==> config.mk <==
export PLATFORM = sky130hd
export DESIGN_NAME = pc_sequencer_flat
export DESIGN_NICKNAME = d
export VERILOG_FILES = /design/src/rtl/pc_sequencer_if.sv /design/src/rtl/pc_sequencer.sv /design/src/flat_wrapper.sv
export SDC_FILE = /design/constraint.sdc
export NUM_CORES = 1
export LEC_CHECK = 0
export ABC_CLOCK_PERIOD_IN_PS = 2770
export CAP_MARGIN = 20
export CORE_MARGIN = 2
export CORE_UTILIZATION = 40
export DETAILED_ROUTE_END_ITERATION = 10
export GPL_TIMING_DRIVEN = 0
export PLACE_DENSITY = 0.74
export SLEW_MARGIN = 20
export SYNTH_ARGS = -nofsm -noshare
export SYNTH_HDL_FRONTEND = slang
export SYNTH_SLANG_ARGS = --single-unit
==> constraint.sdc <==
create_clock -name clk -period 2.77 [get_ports clk]
set_clock_uncertainty 0.2 [all_clocks]
set_input_delay 0.554 -clock clk [delete_from_list [all_inputs] [get_ports clk]]
set_output_delay 0.554 -clock clk [all_outputs]
set_load 0.02 [all_outputs]
==> src/rtl/pc_sequencer_if.sv <==
// Fetch/issue bundle for pc_sequencer: control, instruction-memory port and
// decode-side issue port. The master modport is the sequencer side.
interface pc_sequencer_if;
    logic        start;
    logic        imem_req;
    logic [9:0]  imem_addr;
    logic        imem_ack;
    logic [31:0] imem_rdata;
    logic        inst_valid;
    logic [31:0] inst;
    logic [9:0]  inst_pc;
    logic        dec_ready;
    logic        redirect;
    logic [9:0]  redirect_pc;
    logic        halt_req;
    logic [9:0]  pc;
    logic        misalign;
    logic        busy;

    modport master (
        input  start, imem_ack, imem_rdata, dec_ready, redirect, redirect_pc, halt_req,
        output imem_req, imem_addr, inst_valid, inst, inst_pc, pc, misalign, busy
    );

    modport slave (
        output start, imem_ack, imem_rdata, dec_ready, redirect, redirect_pc, halt_req,
        input  imem_req, imem_addr, inst_valid, inst, inst_pc, pc, misalign, busy
    );
endinterface

==> src/rtl/pc_sequencer.sv <==
// Program-counter sequencer: fetches one instruction at a time, hands it to
// decode, and follows redirects (with misaligned-target trapping) and halts.
module pc_sequencer #(
    parameter logic [9:0] RESET_PC = 10'h000,
    parameter logic [9:0] TRAP_VEC = 10'h3F0
) (
    input logic           clk,
    input logic           rst,
    pc_sequencer_if.master bus
);

    typedef enum logic [1:0] {
        S_IDLE,
        S_FETCH,
        S_ISSUE,
        S_HALT
    } state_t;

    state_t      r_state, w_state_nxt;
    logic [9:0]  r_pc, w_pc_nxt;
    logic [31:0] r_inst, w_inst_nxt;
    logic [9:0]  r_inst_pc, w_inst_pc_nxt;
    logic        r_misalign, w_misalign_nxt;
    logic        r_halt_pend, w_halt_pend_nxt;
    logic        r_redir_pend, w_redir_pend_nxt;
    logic [9:0]  r_redir_pc, w_redir_pc_nxt;

    logic [9:0]  w_tgt_raw;
    logic        w_tgt_bad;
    logic [9:0]  w_tgt;
    logic        w_halt;

    // A same-cycle redirect supersedes any target already waiting for the ack.
    assign w_tgt_raw = bus.redirect ? bus.redirect_pc : r_redir_pc;
    assign w_tgt_bad = |w_tgt_raw[1:0];
    assign w_tgt     = w_tgt_bad ? TRAP_VEC : w_tgt_raw;
    assign w_halt    = r_halt_pend | bus.halt_req;

    always_ff @(posedge clk) begin
        if (rst) begin
            r_state      <= S_IDLE;
            r_pc         <= RESET_PC;
            r_inst       <= '0;
            r_inst_pc    <= '0;
            r_misalign   <= 1'b0;
            r_halt_pend  <= 1'b0;
            r_redir_pend <= 1'b0;
            r_redir_pc   <= '0;
        end else begin
            r_state      <= w_state_nxt;
            r_pc         <= w_pc_nxt;
            r_inst       <= w_inst_nxt;
            r_inst_pc    <= w_inst_pc_nxt;
            r_misalign   <= w_misalign_nxt;
            r_halt_pend  <= w_halt_pend_nxt;
            r_redir_pend <= w_redir_pend_nxt;
            r_redir_pc   <= w_redir_pc_nxt;
        end
    end

    always_comb begin
        w_state_nxt      = r_state;
        w_pc_nxt         = r_pc;
        w_inst_nxt       = r_inst;
        w_inst_pc_nxt    = r_inst_pc;
        w_misalign_nxt   = r_misalign;
        w_halt_pend_nxt  = r_halt_pend;
        w_redir_pend_nxt = r_redir_pend;
        w_redir_pc_nxt   = r_redir_pc;

        unique case (r_state)
            S_IDLE: begin
                if (bus.start) w_state_nxt = S_FETCH;
            end
            S_FETCH: begin
                if (bus.halt_req) w_halt_pend_nxt = 1'b1;
                if (bus.imem_ack) begin
                    if (bus.redirect || r_redir_pend) begin
                        // Returned word belongs to the abandoned path; drop it.
                        w_pc_nxt         = w_tgt;
                        w_misalign_nxt   = r_misalign | w_tgt_bad;
                        w_redir_pend_nxt = 1'b0;
                    end else begin
                        w_inst_nxt    = bus.imem_rdata;
                        w_inst_pc_nxt = r_pc;
                        w_pc_nxt      = r_pc + 10'd4;
                        w_state_nxt   = S_ISSUE;
                    end
                end else if (bus.redirect) begin
                    // Address must hold until the outstanding request completes.
                    w_redir_pend_nxt = 1'b1;
                    w_redir_pc_nxt   = bus.redirect_pc;
                end
            end
            S_ISSUE: begin
                if (bus.halt_req) w_halt_pend_nxt = 1'b1;
                if (bus.dec_ready && w_halt) begin
                    w_state_nxt = S_HALT;
                end else if (bus.redirect) begin
                    w_pc_nxt       = w_tgt;
                    w_misalign_nxt = r_misalign | w_tgt_bad;
                    w_state_nxt    = S_FETCH;
                end else if (bus.dec_ready) begin
                    w_state_nxt = S_FETCH;
                end
            end
            S_HALT: begin
                w_state_nxt = S_HALT;
            end
            default: begin
                w_state_nxt = S_IDLE;
            end
        endcase
    end

    assign bus.imem_req   = (r_state == S_FETCH);
    assign bus.imem_addr  = r_pc;
    assign bus.inst_valid = (r_state == S_ISSUE);
    assign bus.inst       = r_inst;
    assign bus.inst_pc    = r_inst_pc;
    assign bus.pc         = r_pc;
    assign bus.misalign   = r_misalign;
    assign bus.busy       = (r_state == S_FETCH) || (r_state == S_ISSUE);

    // Handshake stability on both memory and decode sides.
    property p_fetch_addr_hold;
        @(posedge clk) disable iff (rst)
            (bus.imem_req && !bus.imem_ack) |=> (bus.imem_req && $stable(bus.imem_addr));
    endproperty
    a_fetch_addr_hold: assert property (p_fetch_addr_hold);

    property p_issue_hold;
        @(posedge clk) disable iff (rst)
            (bus.inst_valid && !bus.dec_ready && !bus.redirect)
                |=> (bus.inst_valid && $stable(bus.inst) && $stable(bus.inst_pc));
    endproperty
    a_issue_hold: assert property (p_issue_hold);

endmodule

==> src/flat_wrapper.sv <==
// flat-port wrapper written by rule: the top's interface ports become plain ports
module pc_sequencer_flat 
#(
    parameter logic [9:0] RESET_PC = 10'h000,
    parameter logic [9:0] TRAP_VEC = 10'h3F0
)
  (clk, rst, bus_start, bus_imem_ack, bus_imem_rdata, bus_dec_ready, bus_redirect, bus_redirect_pc, bus_halt_req, bus_imem_req, bus_imem_addr, bus_inst_valid, bus_inst, bus_inst_pc, bus_pc, bus_misalign, bus_busy);
  pc_sequencer_if bus_i ();
  input logic clk;
  input logic rst;
  input wire logic [$bits(bus_i.start)-1:0] bus_start;
  input wire logic [$bits(bus_i.imem_ack)-1:0] bus_imem_ack;
  input wire logic [$bits(bus_i.imem_rdata)-1:0] bus_imem_rdata;
  input wire logic [$bits(bus_i.dec_ready)-1:0] bus_dec_ready;
  input wire logic [$bits(bus_i.redirect)-1:0] bus_redirect;
  input wire logic [$bits(bus_i.redirect_pc)-1:0] bus_redirect_pc;
  input wire logic [$bits(bus_i.halt_req)-1:0] bus_halt_req;
  output wire logic [$bits(bus_i.imem_req)-1:0] bus_imem_req;
  output wire logic [$bits(bus_i.imem_addr)-1:0] bus_imem_addr;
  output wire logic [$bits(bus_i.inst_valid)-1:0] bus_inst_valid;
  output wire logic [$bits(bus_i.inst)-1:0] bus_inst;
  output wire logic [$bits(bus_i.inst_pc)-1:0] bus_inst_pc;
  output wire logic [$bits(bus_i.pc)-1:0] bus_pc;
  output wire logic [$bits(bus_i.misalign)-1:0] bus_misalign;
  output wire logic [$bits(bus_i.busy)-1:0] bus_busy;
  assign bus_i.start = bus_start;
  assign bus_i.imem_ack = bus_imem_ack;
  assign bus_i.imem_rdata = bus_imem_rdata;
  assign bus_i.dec_ready = bus_dec_ready;
  assign bus_i.redirect = bus_redirect;
  assign bus_i.redirect_pc = bus_redirect_pc;
  assign bus_i.halt_req = bus_halt_req;
  assign bus_imem_req = bus_i.imem_req;
  assign bus_imem_addr = bus_i.imem_addr;
  assign bus_inst_valid = bus_i.inst_valid;
  assign bus_inst = bus_i.inst;
  assign bus_inst_pc = bus_i.inst_pc;
  assign bus_pc = bus_i.pc;
  assign bus_misalign = bus_i.misalign;
  assign bus_busy = bus_i.busy;
  pc_sequencer #(.RESET_PC(RESET_PC), .TRAP_VEC(TRAP_VEC)) u_core (.clk(clk), .rst(rst), .bus(bus_i));
endmodule
# Yosys cells after proc, flatten, opt, wreduce, memory -nomap -nowiden
# Index checks and enable logic that the tools add are counted.
[word_totals] ff_bits=67 latch_bits=0 ram_bits=0 romBits=0 input_bits=49 out_inout_bits=66 elab_cells=61 memories=0
[classes] addsub=1 n_mul=0 div=0 magnitude_cmp=0 n_eq_ne=11 shifts=0 n_mux=22 bitwise=4 reduce_logical=15
[op_table] cell="2-to-1 mux 10 bit" n=6
[op_table] cell="case mux 10 bit (2 select lines)" n=1
[op_table] cell="2-to-1 mux 2 bit" n=6
[op_table] cell="adder 10 x 3 -> 10 bit (second input constant)" n=1
[op_table] cell="!= test 2 bit (second input constant)" n=5
[op_table] cell="case mux 2 bit (4 select lines)" n=1
[op_table] cell="AND reduction 4 bit" n=2
[op_table] cell="2-to-1 mux 1 bit" n=7
[op_table] cell="AND reduction 3 bit" n=2
[op_table] cell="AND reduction 5 bit" n=1
[op_table] cell="== test 2 bit (second input constant)" n=2
[op_table] cell="!= test 2 x 1 -> 1 bit (second input constant)" n=2
[op_table] cell="!= test 4 x 3 -> 1 bit (second input constant)" n=1
[op_table] cell="AND reduction 2 bit" n=2
[op_table] cell="nonzero test 2 bit" n=2
[op_table] cell="OR reduction 2 bit" n=2
[op_table] cell="== test 2 x 1 -> 1 bit (second input constant)" n=1
[op_table] cell="zero test 2 bit" n=1
[op_table] cell="logical OR 1 bit" n=2
[op_table] cell="inverter 1 bit" n=2
[op_table] cell="OR 1 bit" n=2
[op_table] cell="case mux 1 bit (2 select lines)" n=1
[op_table] cell="logical AND 1 bit" n=1

# Depth between registers and ports, before layout
# Gate-level depths: netlist (run 1).
[logic_depth] word_depth=6 ltp_mapped=8

# Worst setup path before layout (run 1)
# Ideal clock, no wire load.
[synth_timing] path_kind="register -> register" startpoint="reg u_core.r_state[0]" endpoint="reg u_core.r_pc[7] (netlist: u_core.bus.imem_addr[7])" t_arrival_ns=1.741 required_time_ns=2.467 slack_ns=0.726 path_stages_with_launch=8 period_less_slack_ns=2.044 cell_sequence="dfxtp_1 -> inv_1 -> ha_1 -> or3_1 -> buf_6 -> nand2_4 -> o21ai_2 -> a2111oi_2"
[synth_between] elab_chain_len=3 word_cells_on_any_way=8 cone_classes="eq/ne: 5; mux: 1; reduce/logical: 2"
[synth_rtl] item="from (decl)" line="pc_sequencer.sv:19" source="state_t r_state, w_state_nxt;"
[synth_rtl] item="from (signal assigned)" line="pc_sequencer.sv:50" source="r_state <= w_state_nxt;"
[synth_rtl] item="== test 2 bit *"
[synth_rtl] item="net bus_inst_valid" line="flat_wrapper.sv:20" source="output wire logic [$bits(bus_i.inst_valid)-1:0] bus_inst_valid;"
[synth_rtl] item="!= test 2 bit (no line) / nonzero test 2 bit (equally long branches)"
[synth_rtl] item="AND reduction 4 bit (no line)"
[synth_rtl] item="to (signal assigned)" line="pc_sequencer.sv:51" source="r_pc <= w_pc_nxt;"
[synth_rtl] item="to (decl)" line="pc_sequencer.sv:20" source="logic [9:0] r_pc, w_pc_nxt;"
# The timed path passes the listed nets; every way through them passes the cells marked *.
# A chain may end at the register's enable or synchronous reset.

# Worst setup path after layout (run 1)
[layout_timing] startpoint="reg u_core.r_state[0]" endpoint="out bus_busy"
[layout_between] elab_chain_len=2 word_cells_on_any_way=3 cone_classes="eq/ne: 2; reduce/logical: 1"
[layout_rtl] item="== test 2 x 1 -> 1 bit / == test 2 bit (equally long branches)" line="pc_sequencer.sv:123" source="assign bus.busy = (r_state == S_FETCH) || (r_state == S_ISSUE);"
[layout_rtl] item="logical OR 1 bit *" line="pc_sequencer.sv:123"
[layout_rtl] item="to (decl)" line="flat_wrapper.sv:25" source="output wire logic [$bits(bus_i.busy)-1:0] bus_busy;"
# Mark *: on every way between the ends. The rest lies on a longest branch, timed or not.

==> results of run 1 <==
[final timing paths]
path	from	endpoint	slack [ps]
hold reg to reg	u_core.bus.misalign$_SDFFE_PP0P_	u_core.bus.misalign$_SDFFE_PP0P_	250
setup reg to reg	u_core.r_state[0]$_SDFFE_PP0P_	u_core.bus.imem_addr[9]$_SDFFE_PP0P_	570
hold / removal	u_core.bus.misalign$_SDFFE_PP0P_	u_core.bus.misalign$_SDFFE_PP0P_	250
setup / recovery	u_core.r_state[0]$_SDFFE_PP0P_	bus_busy	150
[Yosys cell counts, types with 2 or more instances]
cell type / n
nand2_1: 91
dfxtp_1: 67
a21oi_1: 49
nor2_1: 18
mux2i_1: 16
buf_4: 11
clkbuf_1: 11
buf_2: 8
ha_1: 7
inv_1: 7
nand3_1: 6
a211oi_1: 4
o21ai_0: 4
buf_6: 3
nor2b_1: 3
o22ai_1: 3
and2_1: 2
and3_1: 2
nand2b_1: 2
nand4_1: 2
nor3_1: 2
nor3_2: 2
nor4_1: 2
o21ai_2: 2
[worst reg2reg max path, cell delays in order (launching register included)]
cell and delay [ps]:
dfxtp_1 440, inv_1 120, ha_1 320, o211a_1 220
nor3_4 350, buf_6 200, a21oi_1 90, a211oi_2 190
[metal layers]
metal / up-vias / part of all wire
met5: - / 0
met4: 0 / 0.022
met3: 15 / 0.045
met2: 81 / 0.48
met1: 1282 / 0.45
li1: 1427 / -
[state kept, by name, summed over array words and instances, names as in the netlist]
register	flops
u_core.r_halt_pend	1
u_core.bus.imem_addr	10
u_core.bus.misalign	1
u_core.r_redir_pc	10
u_core.bus.inst	32
u_core.r_redir_pend	1
u_core.bus.inst_pc	10
u_core.r_state	2
[area by class of cell]
cell class / instances / share of cell area
clock buffer: 9 / 0.0281
tap: 99 / 0.0281
multi-input combinational: 242 / 0.318
buffer: 33 / 0.0449
timing repair buffer: 114 / 0.259
sequential: 67 / 0.305
inverter: 7 / 0.00597
clock inverter: 7 / 0.0102
[where the power goes]
part | internal [uW] | switching (uW)
clock | 321 | 375
combinational | 618 | 666
sequential | 1080 | 141
[logic make-up after synthesis]
family,synth area share
AND/OR/NAND/NOR,0.213
AO/OA/AOI/OAI,0.176
flip-flops,0.452
buffers and inverters,0.0755
multiplexers,0.0540
adder cells (fa/ha/maj),0.0295
[through the flow]
stage | total power [uW] | area (um2) | setup slack (ps) | util
floorplan | 2020 | 2970 | 726 | -
global placement | 2500 | 4230 | 330 | 0.587
detailed placement | 2530 | 4230 | 272 | 0.587
CTS | 3220 | 4400 | 155 | 0.610
global route | 3390 | 4400 | 48.3 | 0.610
finish | 3200 | 4400 | 154 | 0.610
==> flow_metrics.tcl, run 1 <==
set metrics [dict create \
    rr_worst_depth 7 \
    die_w_um 90.1 \
    outcome "finished, final reports clean" \
    grt_use_met3 0.0411 \
    fillerInstances 680 \
    use_met1 0.245 \
    synthCells 349 \
    cp-end-kind "output port" \
    cts_hold_buffers 0 \
    hp-class "reg -> reg" \
    final_common_cell "clkdlybuf4s50_1" \
    syn_area_um2 2970 \
    slowest_stage "clkdlybuf4s50_1" \
    htreeDepth 3 \
    yosysWarnings 0 \
    crit_arrival_ps 1860 \
    grt-ovfl-total 0 \
    clock-root-buffer "clkbuf_8" \
    multiInputGateArea_um2 1400 \
    ys.flop_type "dfxtp_1" \
    hold_viol 0 \
    grt_use_total 0.194 \
    cp_top_family "buffers and inverters" \
    yosysUniqueCellTypes 49 \
    clock_path_buffers 2 \
    hpwl_um 5770 \
    synth_top_cell_by_area "dfxtp_1" \
    cp.depth 3 \
    grt_pass1_wl_um 12900 \
    antennaDiodeCount 0 \
    antenna_left 0 \
    dp_cells 562 \
    final_cells 578 \
    drive_gt1_frac 0.111 \
    cp_max_fo 6 \
    start_util 0.411 \
    synth.avg_cell_area_um2 8.50 \
    post_cts_buffers 0 \
    synth_nets 405 \
    synth_seq_area_share 0.452 \
    fin_crit_sh 0.944 \
    detail_route.wl_per_cell_um 13.4 \
    port_buffers 114 \
    max_stage_delay_ps 620 \
    cts-resized-gates 0 \
    die_area_um2 8120 \
    drc 0 \
    p_leak_uw 0.00165 \
    post-route-min-period_ps 2620 \
    drtPass1Iterations 4 \
    crit_required_ps 2020 \
    first_iter_violations 88 \
    cts_buffers 9 \
    clk_latency_ps 330 \
    synth_top_area_frac 0.452 \
    area_growth_pct 48.3 \
    cts_sinks 67 \
    finish.net_count 530 \
    cts_tree "built" \
    first_global_vias 2622 \
    criticalPathCategory "reg -> out" \
    drv_slew 0 \
    antenna_found_initial 0 \
    synth-edff-count 0 \
    final_cell_mix "114 x clkdlybuf4s50_1, 91 x nand2_1, 67 x dfxtp_1, 49 x a21oi_1, 18 x nor2_1" \
    io_pins 115 \
    vias 2805 \
    tightest_slew_ps 596 \
    max_cap_viol_count 0 \
    fmax_mhz 382 \
    synth-seq-cells 67 \
    regArea_um2 1340 \
    setup_tns_ps 0 \
    critPathBufInv 2 \
    path_clk_slew_ps 70 \
    wirelength_um 7750 \
    finalSetupViolCount 0 \
    rows 31 \
    ir_drop_mv 0.486 \
    grt_setup_unrepaired "no" \
    grtUsageMet2 0.322 \
    viasPerCell 4.85 \
    gp_congestion 0.818 \
    slew_headroom 0.602 \
    cp_cell_sequence "inv_1 > ha_1 > clkdlybuf4s50_1" \
    grt_max_degree 13 \
    start_kind "register" \
    holdPathStages 2 \
    core_um2 7210 \
    power.density_nw_per_um2 728 \
    die_y_um 90.1 \
    grt_busiest_layer "met2" \
    synthArstFlopShare 0 \
    fin_hold_ws_ps 246 \
    synth_top_cells_by_area "dfxtp_1 45%, nand2_1 12%, a21oi_1 8.3%" \
]
No activity file was read; power rests on OpenSTA's default activity.
==> run 2: changes to the inputs <==
--- a/config.mk
+++ b/config.mk
@@ -6,12 +6,12 @@
 export NUM_CORES = 1
 export LEC_CHECK = 0
 export ABC_CLOCK_PERIOD_IN_PS = 2770
-export CAP_MARGIN = 20
 export CORE_MARGIN = 2
 export CORE_UTILIZATION = 40
 export DETAILED_ROUTE_END_ITERATION = 10
+export DONT_BUFFER_PORTS = 1
 export GPL_TIMING_DRIVEN = 0
-export PLACE_DENSITY = 0.74
+export MAX_ROUTING_LAYER = met4
 export SLEW_MARGIN = 20
 export SYNTH_ARGS = -nofsm -noshare
 export SYNTH_HDL_FRONTEND = slang
==> run 2 against run 1 <==
Effect of this change:
- critical path depth increased by 4
- die area unchanged
- setup slack improved by 280 ps
- clock power increased by 31%
- hold slack got worse by 130 ps
- cell area decreased by 25%
- sequential share of layout area increased by 10 points
- flip-flop and latch count unchanged
- via count decreased by 14%
- maximum frequency increased by 12%
- largest power group is now registers
- highest routed layer unchanged
==> flow_metrics.tcl, run 2 (synthesis gave the netlist of run 1 again) <==
set metrics [dict create \
    die_w_um 90.1 \
    viasPerCell 5.21 \
    cts-resized-gates 0 \
    fin_hold_ws_ps 115 \
    outcome "finished, final reports clean" \
    fin_crit_sh 0.842 \
    antenna_left 0 \
    post-route-min-period_ps 2330 \
    drv_slew 0 \
    cts_tree "built" \
    clk_latency_ps 340 \
    core_um2 7210 \
    final_common_cell "nand2_1" \
    post_cts_buffers 0 \
    path_clk_slew_ps 70 \
    port_buffers 0 \
    gp_congestion 0.802 \
    detail_route.wl_per_cell_um 15.2 \
    cp-end-kind "register" \
    final_area_um2 3310 \
    placed_cell_area_um2 3090 \
    cp_max_fo 10 \
    finalSetupViolCount 0 \
    fmax_mhz 429 \
    antennaDiodeCount 0 \
    p_leak_uw 0.00126 \
    ir_drop_mv 0.536 \
    io_pins 115 \
    start_kind "register" \
    cts_hold_buffers 0 \
    grt_setup_unrepaired "no" \
    max_cap_viol_count 0 \
    start_util 0.411 \
    power_uw 3100 \
    vias 2417 \
    area_growth_pct 11.7 \
    grt_pass1_wl_um 11300 \
    hpwl_um 5140 \
    htreeDepth 3 \
    drc 0 \
    clock-root-buffer "clkbuf_8" \
    reg2reg_slack_ps 440 \
    fillerInstances 754 \
    clock_path_buffers 2 \
    largest_register_ffs 32 \
    hp-class "in -> reg" \
    wirelength_um 7060 \
    crit_arrival_ps 2380 \
    drtPass1Iterations 6 \
    first_iter_violations 105 \
    criticalPathCategory "reg -> reg" \
    rows 31 \
    hold_viol 0 \
    finish.net_count 416 \
    antenna_found_initial 0 \
    die_y_um 90.1 \
    cts_buffers 9 \
    slew_headroom 0.616 \
    die_area_um2 8120 \
    setup_tns_ps 0 \
    power.density_nw_per_um2 935 \
    drive_gt1_frac 0.145 \
    tightest_slew_ps 575 \
    final_cell_mix "91 x nand2_1, 67 x dfxtp_1, 49 x a21oi_1, 18 x nor2_1, 16 x mux2i_1" \
    first_global_vias 2243 \
    grt_use_total 0.180 \
    grt-ovfl-total 0 \
    crit_required_ps 2820 \
    grt_max_degree 14 \
    cts_sinks 67 \
]
-- run 2: changes by cell type in the layout (fill, tap and decap cells not counted), sizes merged --
cell           previous run  this run
inv                       7         9
bufinv                    0         2
clkinv                    6         3
clkdlybuf4s50           114         0
clkinvlp                  1         0
-- run 2: area by class of cell --
class	count	area (um2)	area share
well taps	99	124	0.0374
plain buffers	33	198	0.0596
flip-flops and latches	67	1340	0.405
clock inverters	7	100	0.0302
multi-input cells	242	1400	0.423
inverters	7	26.3	0.00793
clock buffers	9	124	0.0374
-- run 2: worst paths after layout --
kind,start,endpoint,cells past startpoint
max reg2reg,u_core.r_state[0]$_SDFFE_PP0P_,u_core.bus.imem_addr[6]$_SDFFE_PP0P_,7
min reg2reg,u_core.r_halt_pend$_SDFFE_PP0P_,u_core.r_halt_pend$_SDFFE_PP0P_,2
min,bus_imem_ack,u_core.r_redir_pend$_SDFFE_PP0P_,1
max,u_core.r_state[0]$_SDFFE_PP0P_,u_core.bus.imem_addr[6]$_SDFFE_PP0P_,7
-- run 2: report_power, final --
| group | switching [uW] | internal (uW) |
|---|---|---|
| clock network | 395 | 514 |
| registers | 260 | 1080 |
| logic | 513 | 336 |
-- run 2: routing by layer --
metal / global-route usage / vias up / share of wire
met2: 0.263 / 93 / 0.46
li1: - / 1196 / -
met3: 0.0595 / 12 / 0.075
met1: 0.231 / 1116 / 0.45
met4: 0.0718 / 0 / 0.016
met5: - / - / 0
-- run 2: metrics by stage --
stage	setup WS, ps	util	instances
2_1_floorplan	726	-	349
3_3_place_gp	491	0.428	448
3_5_place_dp	471	0.428	448
4_1_cts	448	0.459	464
5_1_grt	204	0.459	464
6_report	437	0.459	464
-- run 2: critical path, stage by stage, from the launching register on --
cell      delay (ps)
dfxtp_1          430
inv_1            120
ha_1             380
o211a_1          260
nor3_4           350
buf_6            210
o21ai_2           60
a221oi_2         230
==> run 3: changes to the inputs <==
--- a/config.mk
+++ b/config.mk
@@ -5,7 +5,7 @@
 export SDC_FILE = /design/constraint.sdc
 export NUM_CORES = 1
 export LEC_CHECK = 0
-export ABC_CLOCK_PERIOD_IN_PS = 2770
+export ABC_CLOCK_PERIOD_IN_PS = 2350
 export CORE_MARGIN = 2
 export CORE_UTILIZATION = 40
 export DETAILED_ROUTE_END_ITERATION = 10
==> constraint.sdc (replaced) <==
create_clock -name clk -period 2.35 [get_ports clk]
set_clock_uncertainty 0.2 [all_clocks]
set_input_delay 0.47 -clock clk [delete_from_list [all_inputs] [get_ports clk]]
set_output_delay 0.47 -clock clk [all_outputs]
set_load 0.02 [all_outputs]
==> run 3 against run 2 <==
Effect of this change:
- non-clock buffer count up 2
- cell area is 0.60% higher
- clock power rose by 18%
- global-route usage unchanged
- register-to-register slack worse by 270 ps
==> flow_metrics.tcl, run 3 (synthesis gave the netlist of run 1 again) <==
set metrics [dict create \
    crit_arrival_ps 2190 \
    drc 0 \
    fin_crit_sh 0.928 \
    antenna_left 0 \
    port_buffers 0 \
    clk_latency_ps 340 \
    hold_viol 0 \
    fillerInstances 753 \
    first_global_vias 2243 \
    detail_route.wl_per_cell_um 15.4 \
    crit_required_ps 2360 \
    cts_sinks 67 \
    viasPerCell 5.17 \
    slowest_stage "dfxtp_1" \
    max_cap_viol_count 0 \
    grt_setup_unrepaired "no" \
    finish.net_count 418 \
    die_y_um 90.1 \
    power_uw 3700 \
    drtPass1Iterations 4 \
    htreeDepth 3 \
    drive_gt1_frac 0.158 \
    grt_max_degree 14 \
    grt_pass1_wl_um 11300 \
    cp_max_fo 7 \
    hpwl_um 5140 \
    power.density_nw_per_um2 1110 \
    antennaDiodeCount 0 \
    multiInputGateArea_um2 1400 \
    gp_congestion 0.802 \
    clock-root-buffer "clkbuf_8" \
    largest_register_ffs 32 \
    finalSetupViolCount 0 \
    p_leak_uw 0.00128 \
    core_um2 7210 \
    vias 2409 \
    setup_ws_ps 169 \
    reg2reg_slack_ps 170 \
    fmax_mhz 458 \
    die_w_um 90.1 \
    outcome "finished, final reports clean" \
    path_clk_slew_ps 80 \
    area_growth_pct 12.4 \
    grt-ovfl-total 0 \
    io_pins 115 \
    final_common_cell "nand2_1" \
    antenna_found_initial 0 \
    cts_buffers 9 \
    final_cell_mix "91 x nand2_1, 67 x dfxtp_1, 49 x a21oi_1, 18 x nor2_1, 16 x mux2i_1" \
    max_stage_delay_ps 420 \
    post-route-min-period_ps 2180 \
    grt_use_total 0.180 \
    hp-class "in -> reg" \
    regArea_um2 1340 \
    cp-end-kind "register" \
    cp_cell_sequence "inv_1 > ha_1 > buf_2 > mux2i_1 > nor3_4 > buf_4 > a21boi_0 > o32ai_1" \
    clock_path_buffers 2 \
    cts_hold_buffers 0 \
    setup_tns_ps 0 \
    wirelength_um 7170 \
    criticalPathCategory "reg -> reg" \
    drv_slew 0 \
    die_area_um2 8120 \
    pre_cts_ws_ps 51.2 \
    ir_drop_mv 0.636 \
    start_util 0.411 \
    first_iter_violations 184 \
    start_kind "register" \
    cts_tree "built" \
    tightest_slew_ps 576 \
    rows 31 \
    slew_headroom 0.616 \
]
[run 3: worst paths after layout]
path | end | from | cells after the start
setup / recovery | u_core.bus.imem_addr[8]$_SDFFE_PP0P_ | u_core.r_state[1]$_SDFFE_PP0P_ | 8
hold reg to reg | u_core.r_halt_pend$_SDFFE_PP0P_ | u_core.r_halt_pend$_SDFFE_PP0P_ | 2
setup reg to reg | u_core.bus.imem_addr[8]$_SDFFE_PP0P_ | u_core.r_state[1]$_SDFFE_PP0P_ | 8
hold / removal | u_core.r_redir_pend$_SDFFE_PP0P_ | bus_imem_ack | 1
[run 3: layout make-up]
type                       count  area share
sequential                    67       0.402
clock inverter                 7      0.0300
timing repair buffer           2     0.00450
multi-input combinational    242       0.421
inverter                       7     0.00788
clock buffer                   9      0.0371
tap                           99      0.0371
buffer                        33      0.0600
[run 3: what timing repair did]
| action | CTS | global route |
|---|---|---|
| setup buffers | 0 | 2 |
| endpoints found under the setup margin | 0 | 14 |
| gates resized for setup | 0 | 5 |
[run 3: metrics by stage]
stage          instances   util  area (um2)  hold slack (ps)
2_1_floorplan        349      -        2970              237
3_3_place_gp         448  0.428        3090              260
3_5_place_dp         448  0.428        3090              269
4_1_cts              464  0.459        3310             8.43
5_1_grt              466  0.462        3330             3.99
6_report             466  0.462        3330             31.5
[run 3: routing by layer]
| layer | vias to the layer above | track usage | part of all wire |
|---|---|---|---|
| met3 | 15 | 0.0595 | 0.072 |
| met2 | 91 | 0.263 | 0.46 |
| li1 | 1200 | - | - |
| met1 | 1103 | 0.231 | 0.45 |
| met5 | - | - | 0 |
| met4 | 0 | 0.0718 | 0.019 |
[run 3: power breakdown]
part | total [uW] | leakage [uW] | switching [uW] | internal (uW)
Sequential | 1580 | 0.000543 | 309 | 1270
Combinational | 1040 | 0.000619 | 616 | 427
Clock | 1070 | 0.000114 | 467 | 606
[run 3: critical path: cells and delay by family, from the launching register on]
| family | cells | cell delay, ps |
|---|---|---|
| multiplexers | 1 | 160 |
| buffers and inverters | 3 | 460 |
| flip-flops | 1 | 420 |
| adder cells (fa/ha/maj) | 1 | 190 |
| AND/OR/NAND/NOR | 1 | 310 |
| AO/OA/AOI/OAI | 2 | 300 |
